[src/rtl/wb_merge.sv]
// Writeback merge stage: buffers 8/16/32-bit x86 results in a small FIFO and
// merges each one into the current register value before writing it back.
module wb_merge #(
    parameter int DEPTH = 2
) (
    input  logic        clk,
    input  logic        rst,
    input  logic        in_valid,
    output logic        in_ready,
    input  logic [2:0]  in_idx,
    input  logic [1:0]  in_size,
    input  logic [31:0] in_data,
    input  logic        hold,
    output logic [2:0]  rd_idx,
    input  logic [31:0] rd_val,
    output logic        we,
    output logic [2:0]  dst_idx,
    output logic [31:0] w_val,
    output logic        busy
);

    localparam int PW = (DEPTH > 1) ? $clog2(DEPTH) : 1;
    localparam int CW = $clog2(DEPTH) + 1;
    localparam logic [CW-1:0] FULL = CW'(DEPTH);

    logic [2:0]    fifo_idx  [DEPTH];
    logic [1:0]    fifo_size [DEPTH];
    logic [31:0]   fifo_data [DEPTH];
    logic [PW-1:0] wr_ptr;
    logic [PW-1:0] rd_ptr;
    logic [CW-1:0] count;

    logic        empty;
    logic        push;
    logic        pop;
    logic [2:0]  head_idx;
    logic [1:0]  head_size;
    logic [31:0] head_data;
    logic [2:0]  head_phys;
    logic [31:0] old_val;
    logic [31:0] merged;

    assign empty     = (count == '0);
    assign in_ready  = (count < FULL) && !rst;
    assign push      = in_valid && in_ready;
    assign pop       = !empty && !hold;
    assign busy      = !empty || we;

    assign head_idx  = fifo_idx[rd_ptr];
    assign head_size = fifo_size[rd_ptr];
    assign head_data = fifo_data[rd_ptr];

    // AH/CH/DH/BH live in bits 15:8 of EAX/ECX/EDX/EBX.
    assign head_phys = (head_size == 2'b00 && head_idx[2]) ? {1'b0, head_idx[1:0]} : head_idx;
    assign rd_idx    = empty ? 3'd0 : head_phys;

    // The register file has not yet captured the write in flight, so take it from w_val.
    assign old_val   = (we && dst_idx == head_phys) ? w_val : rd_val;

    always_comb begin
        merged = head_data;
        case (head_size)
            2'b00: begin
                if (head_idx[2])
                    merged = {old_val[31:16], head_data[7:0], old_val[7:0]};
                else
                    merged = {old_val[31:8], head_data[7:0]};
            end
            2'b01:   merged = {old_val[31:16], head_data[15:0]};
            default: merged = head_data;
        endcase
    end

    always_ff @(posedge clk) begin
        if (push) begin
            fifo_idx[wr_ptr]  <= in_idx;
            fifo_size[wr_ptr] <= in_size;
            fifo_data[wr_ptr] <= in_data;
        end
    end

    always_ff @(posedge clk) begin
        if (rst) begin
            wr_ptr  <= '0;
            rd_ptr  <= '0;
            count   <= '0;
            we      <= 1'b0;
            dst_idx <= 3'd0;
            w_val   <= 32'd0;
        end else begin
            if (push)
                wr_ptr <= wr_ptr + 1'b1;
            if (pop)
                rd_ptr <= rd_ptr + 1'b1;
            case ({push, pop})
                2'b10:   count <= count + 1'b1;
                2'b01:   count <= count - 1'b1;
                default: count <= count;
            endcase
            we <= pop;
            if (pop) begin
                dst_idx <= head_phys;
                w_val   <= merged;
            end
        end
    end

endmodule

[config.mk]
export PLATFORM = sky130hd
export DESIGN_NAME = wb_merge
export DESIGN_NICKNAME = d
export VERILOG_FILES = /design/src/rtl/wb_merge.sv
export SDC_FILE = /design/constraint.sdc
export NUM_CORES = 1
export LEC_CHECK = 0
export ABC_CLOCK_PERIOD_IN_PS = 4430
export CAP_MARGIN = 0
export CELL_PAD_IN_SITES_DETAIL_PLACEMENT = 1
export CELL_PAD_IN_SITES_GLOBAL_PLACEMENT = 2
export CORE_ASPECT_RATIO = 0.7
export CORE_MARGIN = 2
export CORE_UTILIZATION = 33
export DETAILED_ROUTE_END_ITERATION = 8
export PLACE_DENSITY = 0.87
export SETUP_SLACK_MARGIN = 0.1
export SLEW_MARGIN = 15
export SYNTH_ARGS = -nofsm -noshare
export SYNTH_HDL_FRONTEND = slang
export SYNTH_SLANG_ARGS = --single-unit
[constraint.sdc]
create_clock -name clk -period 4.43 [get_ports clk]
set_input_delay 1.329 -clock clk [delete_from_list [all_inputs] [get_ports clk]]
set_output_delay 1.329 -clock clk [all_outputs]
set_load 0.1 [all_outputs]
==> results of run 1 <==
flip-flops by register name (all words and copies together), names as in the netlist, named ones only:
name	cells
w_val	32
fifo_data	64
wr_ptr	1
we	1
fifo_size	4
rd_ptr	1
dst_idx	3
count	2
fifo_idx	6
worst min-delay path, cell delays in order, from the launching register on:
cell and delay, ps:
dfxtp_1 330, xnor2_1 90, nor2_1 80
report_power, final:
part           internal [mW]  switching [mW]
Clock                  0.830           0.507
Sequential              1.31           0.129
Combinational          0.566            1.52
area by class of cell:
cell class,instances,area [um^2]
repair buffers,118,1180
flip-flops and latches,115,3040
clock inverters,15,159
well taps,200,250
inverters,1,3.75
diodes,3,7.51
fillers,1633,8390
clock buffers,17,425
multi-input cells,272,1940
cell families (layout without fill, tap and decap cells):
| group | Yosys count | count (layout) | synth area share [%] |
|---|---|---|---|
| AOI/OAI and AO/OA | 86 | 86 | 13.1 |
| other | 0 | 3 | 0 |
| DFF | 115 | 115 | 58.9 |
| adders and majority gates | 1 | 1 | 0.242 |
| xor gates and xnor gates | 7 | 7 | 1.91 |
| muxes | 44 | 44 | 8.69 |
| buffers and inverters | 36 | 151 | 3.80 |
| and+or+nand+nor | 134 | 134 | 13.4 |
per-stage QoR:
step                      hold slack (ps)  util, %  power [mW]
after global routing                  571     45.5        5.05
after global placement                496     41.7        3.47
after CTS                             538     45.5        4.88
after detailed placement              519     41.7        3.53
final                                 532     45.5        4.86
after floorplan                       481        -        3.01
how the worst max path moves through the flow:
stage,start,end,slack (ps)
6_report,dst_idx[2],dst_idx[2],880
3_3_place_gp,hold,count[1],860
2_1_floorplan,rst,fifo_data[0][0],440
5_1_grt,dst_idx[2],dst_idx[2],820
4_1_cts,dst_idx[2],dst_idx[2],850
3_5_place_dp,hold,count[1],760
metal layers:
| metal | vias to the layer above | track usage (%) |
|---|---|---|
| met5 | - | 0 |
| met2 | 116 | 29.0 |
| li1 | 1864 | - |
| met4 | 2 | 4.52 |
| met3 | 16 | 6.16 |
| met1 | 1962 | 25.3 |
cell usage in the layout, fill, tap and decap left out, types with 3 or more instances in the layout:
master	count
edfxtp_1	74
clkbuf_16	17
a211oi_1	35
o21ai_0	9
a31oi_1	8
nand3_1	8
nand2_1	23
inv_6	3
or3_1	12
o22ai_1	8
nor4_1	24
nor2_1	30
nor3_1	16
buf_4	7
mux2i_1	41
a2111oi_1	7
a311o_1	16
clkdlybuf4s50_1	109
diode_2	3
and2_1	11
clkinvlp_4	6
xor2_1	3
dfxtp_1	40
==> reports/results.txt, run 1 <==
outcome = complete, no violations
Die Wd = 154 um
FF-to-FF setup slack = 1750 ps
CP arrival = 2220 ps
Die Height = 109 um
CP startpoint kind = flop
Synth cell types = 39
Worst Hold End = rd_ptr
clk root buf = clkbuf_16
Area growth, synth to finish = 35.7%
Setup Slack @ Placement = 759 ps
highest routed layer = met5
Cells after Synth = 423
Hold Buf Count CTS = 0
worst path bufs/invs = 1
Post-synth top flop = edfxtp_1
nets = 599
Overall Global Routing Usage = 18.6%
fin worst setup slack = 879 ps
M1 wire length = 7.17 mm
Ys Warns = 0
leakage = 2.21 nW
drc violations = 0
area post-placement = 6420 um^2
fmax = 282 MHz
GRT overflow = 0
final WL = 15.3 mm
pin count of the biggest net entering global routing = 47
Mapped Nets = 497
met3 WL = 1.05 mm
Worst-Margin Slew = 1040 ps
CTS resizes = 0
Critical Path End Type = output pin
# placed instances = 706
critical path cell sequence = clkdlybuf4s50_1
Max FO, Critical Path = 5
initial antenna violation count = 4
Finished Cell Area = 7020 um^2
most common cell in the netlist = edfxtp_1
vias in the first global route = 4183
P per Cell Area = 692 nW/um^2
post-synthesis register bit count = 115
period utilisation layout = 80.1%
synthesized cell area = 5170 um^2
post-DR vias/cell = 5.34
Reg clk slew, reported paths = 50 ps
starting density of the core = 33.6%
wire length on met2 = 6.90 mm
FP Rows = 38
Seq/Total Area, Yosys = 58.9%
FFs w/ async S/R, synth = 0%
Critical Path RT = 3100 ps
Clock H-tree levels = 4
minimum clock period = 3550 ps
DR pass1 iterations = 4
RePlAce Congestion = 0.768
most frequent cells after synthesis = edfxtp_1 (74), dfxtp_1 (41), mux2i_1 (41), a211oi_1 (35), nor2_1 (32)
worst hold path depth = 2
Port-buffer cells = 113
final setup vio count = 0
proportion of layout cells with a drive suffix above 1 = 10.4%
total die area = 16700 um^2
clk buf depth = 2
reg2reg end = w_val[11]
Relative slew margins = 30.2%
count of non-filler cells in the finished layout = 741
hold_sp = rd_ptr
Core ar. = 15400 um^2
CTS sink cnt = 115
post-synth top area share = 43.0%
Max-Cap Viols = 0
Post-synth EDFFs = 74
Max VDD drop = 0.321 mV
DR vias = 3960
global-route wire length before repair = 23.7 mm
DR iter-0 viols = 238
CTS tree = built
HP Class = flop to flop
Post-Syn Area per Cell = 12.2 um^2
CTS buffer count = 17
DP HPWL = 10.4 mm
final setup TNS = 0 ps
Yosys top cell by area = edfxtp_1
antenna-violating nets left = 0
RSZ-0062 raised after global routing = no
ranking of synthesized cells by area = edfxtp_1 (43%), dfxtp_1 (16%), mux2i_1 (7.9%)
DR WL/cell = 20.7 um
FF-to-FF path depth = 5
maximum single-stage delay on the critical path = 1230 ps
clock skew = 7.44 ps
setup bufs post-CTS = 0
CP top delay family = buffers and inverters
Crit path depth = 1
Final Max Slew Viols = 0
worst-skew pair later-pin latency = 410 ps
CP Class = flop to output pin
final hold vios = 0
I/O pin count = 114
Critical Path Slowest Stage Cell = clkdlybuf4s50_1
Power figures use the tool's default switching activity.
==> inputs of run 2 (changes only) <==
--- a/config.mk
+++ b/config.mk
@@ -5,7 +5,7 @@
 export SDC_FILE = /design/constraint.sdc
 export NUM_CORES = 1
 export LEC_CHECK = 0
-export ABC_CLOCK_PERIOD_IN_PS = 4430
+export ABC_CLOCK_PERIOD_IN_PS = 3670
 export CAP_MARGIN = 0
 export CELL_PAD_IN_SITES_DETAIL_PLACEMENT = 1
 export CELL_PAD_IN_SITES_GLOBAL_PLACEMENT = 2
==> constraint.sdc (replaced) <==
create_clock -name clk -period 3.67 [get_ports clk]
set_input_delay 1.101 -clock clk [delete_from_list [all_inputs] [get_ports clk]]
set_output_delay 1.101 -clock clk [all_outputs]
set_load 0.1 [all_outputs]
==> run 2 against run 1 <==
Clock skew grew 2.9 ps. Critical path depth grew 2. Final cell count grew 0.27%. Highest routed layer unchanged.
==> reports/results.txt, run 2 (synthesis results as in run 1) <==
Worst-Margin Slew = 992 ps (-51.7 ps)
final hold vios = 0 (unchanged)
clk buf depth = 2 (unchanged)
CTS sink cnt = 115 (unchanged)
fmax = 343 MHz
HP Class = flop to flop
DR iter-0 viols = 287 (+21%)
Max VDD drop = 0.340 mV (+5.8%)
Port-buffer cells = 113 (unchanged)
proportion of layout cells with a drive suffix above 1 = 17.6% (+7.2 points)
Overall Global Routing Usage = 18.9% (+0.23 points)
# placed instances = 709 (+0.42%)
Final Max Slew Viols = 0 (unchanged)
pin count of the biggest net entering global routing = 64 (+36%)
nets = 602 (+0.50%)
most flop-heavy register = fifo_data
total die area = 16700 um^2 (unchanged)
setup bufs post-CTS = 0 (unchanged)
CTS tree = built
final WL = 15.4 mm (+0.82%)
Max FO, Critical Path = 13 (+8)
Core ar. = 15400 um^2 (unchanged)
P per Cell Area = 866 nW/um^2 (+25%)
max reg flops = 64 (unchanged)
Reg clk slew, reported paths = 60 ps (about the same)
Critical Path RT = 2570 ps (-530 ps)
Hold Buf Count CTS = 0 (unchanged)
Die Wd = 154 um (unchanged)
Die Height = 109 um (unchanged)
RePlAce Congestion = 0.762 (-0.74%)
Critical Path End Type = output pin
CP Class = flop to output pin
DR pass1 iterations = 5 (+1)
starting density of the core = 33.6% (unchanged)
DP HPWL = 10.6 mm (+1.3%)
clk root buf = clkbuf_16
number of fill cells = 1590 (-2.6%)
FP Rows = 38 (unchanged)
final setup TNS = 0 ps (unchanged)
period utilisation layout = 79.4%
vias in the first global route = 4258 (+1.8%)
most frequent cells in the layout = edfxtp_1 (74), clkdlybuf4s50_1 (71), buf_4 (46)
Relative slew margins = 33.7% (+3.5 points)
post-DR vias/cell = 5.41 (+1.1%)
antenna-violating nets left = 0 (unchanged)
count of non-filler cells in the finished layout = 743 (+0.27%)
outcome = complete, no violations
Max-Cap Viols = 0 (unchanged)
initial antenna violation count = 4 (unchanged)
minimum clock period = 2910 ps
most common cell after layout, fill and taps aside = edfxtp_1
CP startpoint kind = flop
final setup vio count = 0 (unchanged)
clock skew = 10.3 ps (+2.86 ps)
DR vias = 4016 (+1.4%)
I/O pin count = 114 (unchanged)
Area growth, synth to finish = 36.0%
worst-skew pair later-pin latency = 410 ps (about the same)
CP arrival = 1810 ps (-410 ps)
CTS buffer count = 17 (unchanged)
Clock H-tree levels = 4 (unchanged)
GRT overflow = 0 (unchanged)
RSZ-0062 raised after global routing = no
global-route wire length before repair = 23.9 mm (+1.1%)
DR WL/cell = 20.8 um (+0.55%)
top flop regs = fifo_data x64, w_val x32, fifo_idx x6
CTS resizes = 0 (unchanged)
leakage = 2.35 nW (+6.0%)
drc violations = 0 (unchanged)
[run 2: cell count changes in the layout (fill, tap and decap cells not counted), moves of 2 or more]
cell	delta
inv_6	-3
clkinvlp_4	-3
clkinv_1	+2
clkdlybuf4s50_1	-38
buf_4	+39
bufinv_16	+4
[run 2: worst max-delay path: stages, from the launching register on]
cell and delay (ps):
dfxtp_1 340, nor2_1 640, nor2_1 190, buf_12 220
[run 2: metal layers]
metal | global-route usage [%] | vias up | part of all wire, %
met3 | 6.52 | 27 | 7.0
met5 | 0 | - | 0.15
li1 | - | 1869 | -
met1 | 24.6 | 1979 | 45
met4 | 4.39 | 4 | 1.0
met2 | 30.5 | 137 | 47
[run 2: final timing paths]
kind	to	depth (start not counted)	start	slack [ps]
min reg2reg	rd_ptr	2	rd_ptr	530
min	rd_ptr	2	rd_ptr	530
max	rd_idx[2]	3	count[1]	760
max reg2reg	w_val[13]	5	flop	1120
[run 2: final cells by class]
class                           instances  area (um^2)  area share, %
Inverter                                1         3.75         0.0534
Tap cell                              200          250           3.56
Sequential cell                       115         3040           43.3
Antenna cell                            2         5.00         0.0712
Clock buffer                           17          425           6.05
Multi-Input combinational cell        272         1940           27.6
Clock inverter                         15          238           3.38
Timing Repair Buffer                  121         1120           15.9
[run 2: stage by stage]
step | cell area (um^2) | hold slack [ps] | util (%) | setup WS, ps | total power, mW
after global placement | 6360 | 494 | 41.3 | 765 | 4.17
after floorplan | 5180 | 481 | - | 119 | 3.63
after global routing | 7020 | 568 | 45.6 | 596 | 6.32
final | 7030 | 532 | 45.6 | 757 | 6.09
after CTS | 7020 | 531 | 45.6 | 720 | 6.11
after detailed placement | 6360 | 513 | 41.3 | 670 | 4.24
[run 2: report_power, final]
group / internal [mW] / switching [mW] / total, mW
registers: 1.58 / 0.163 / 1.74
clock network: 1.27 / 0.598 / 1.86
logic: 0.651 / 1.83 / 2.48
total: 3.50 / 2.59 / 6.09
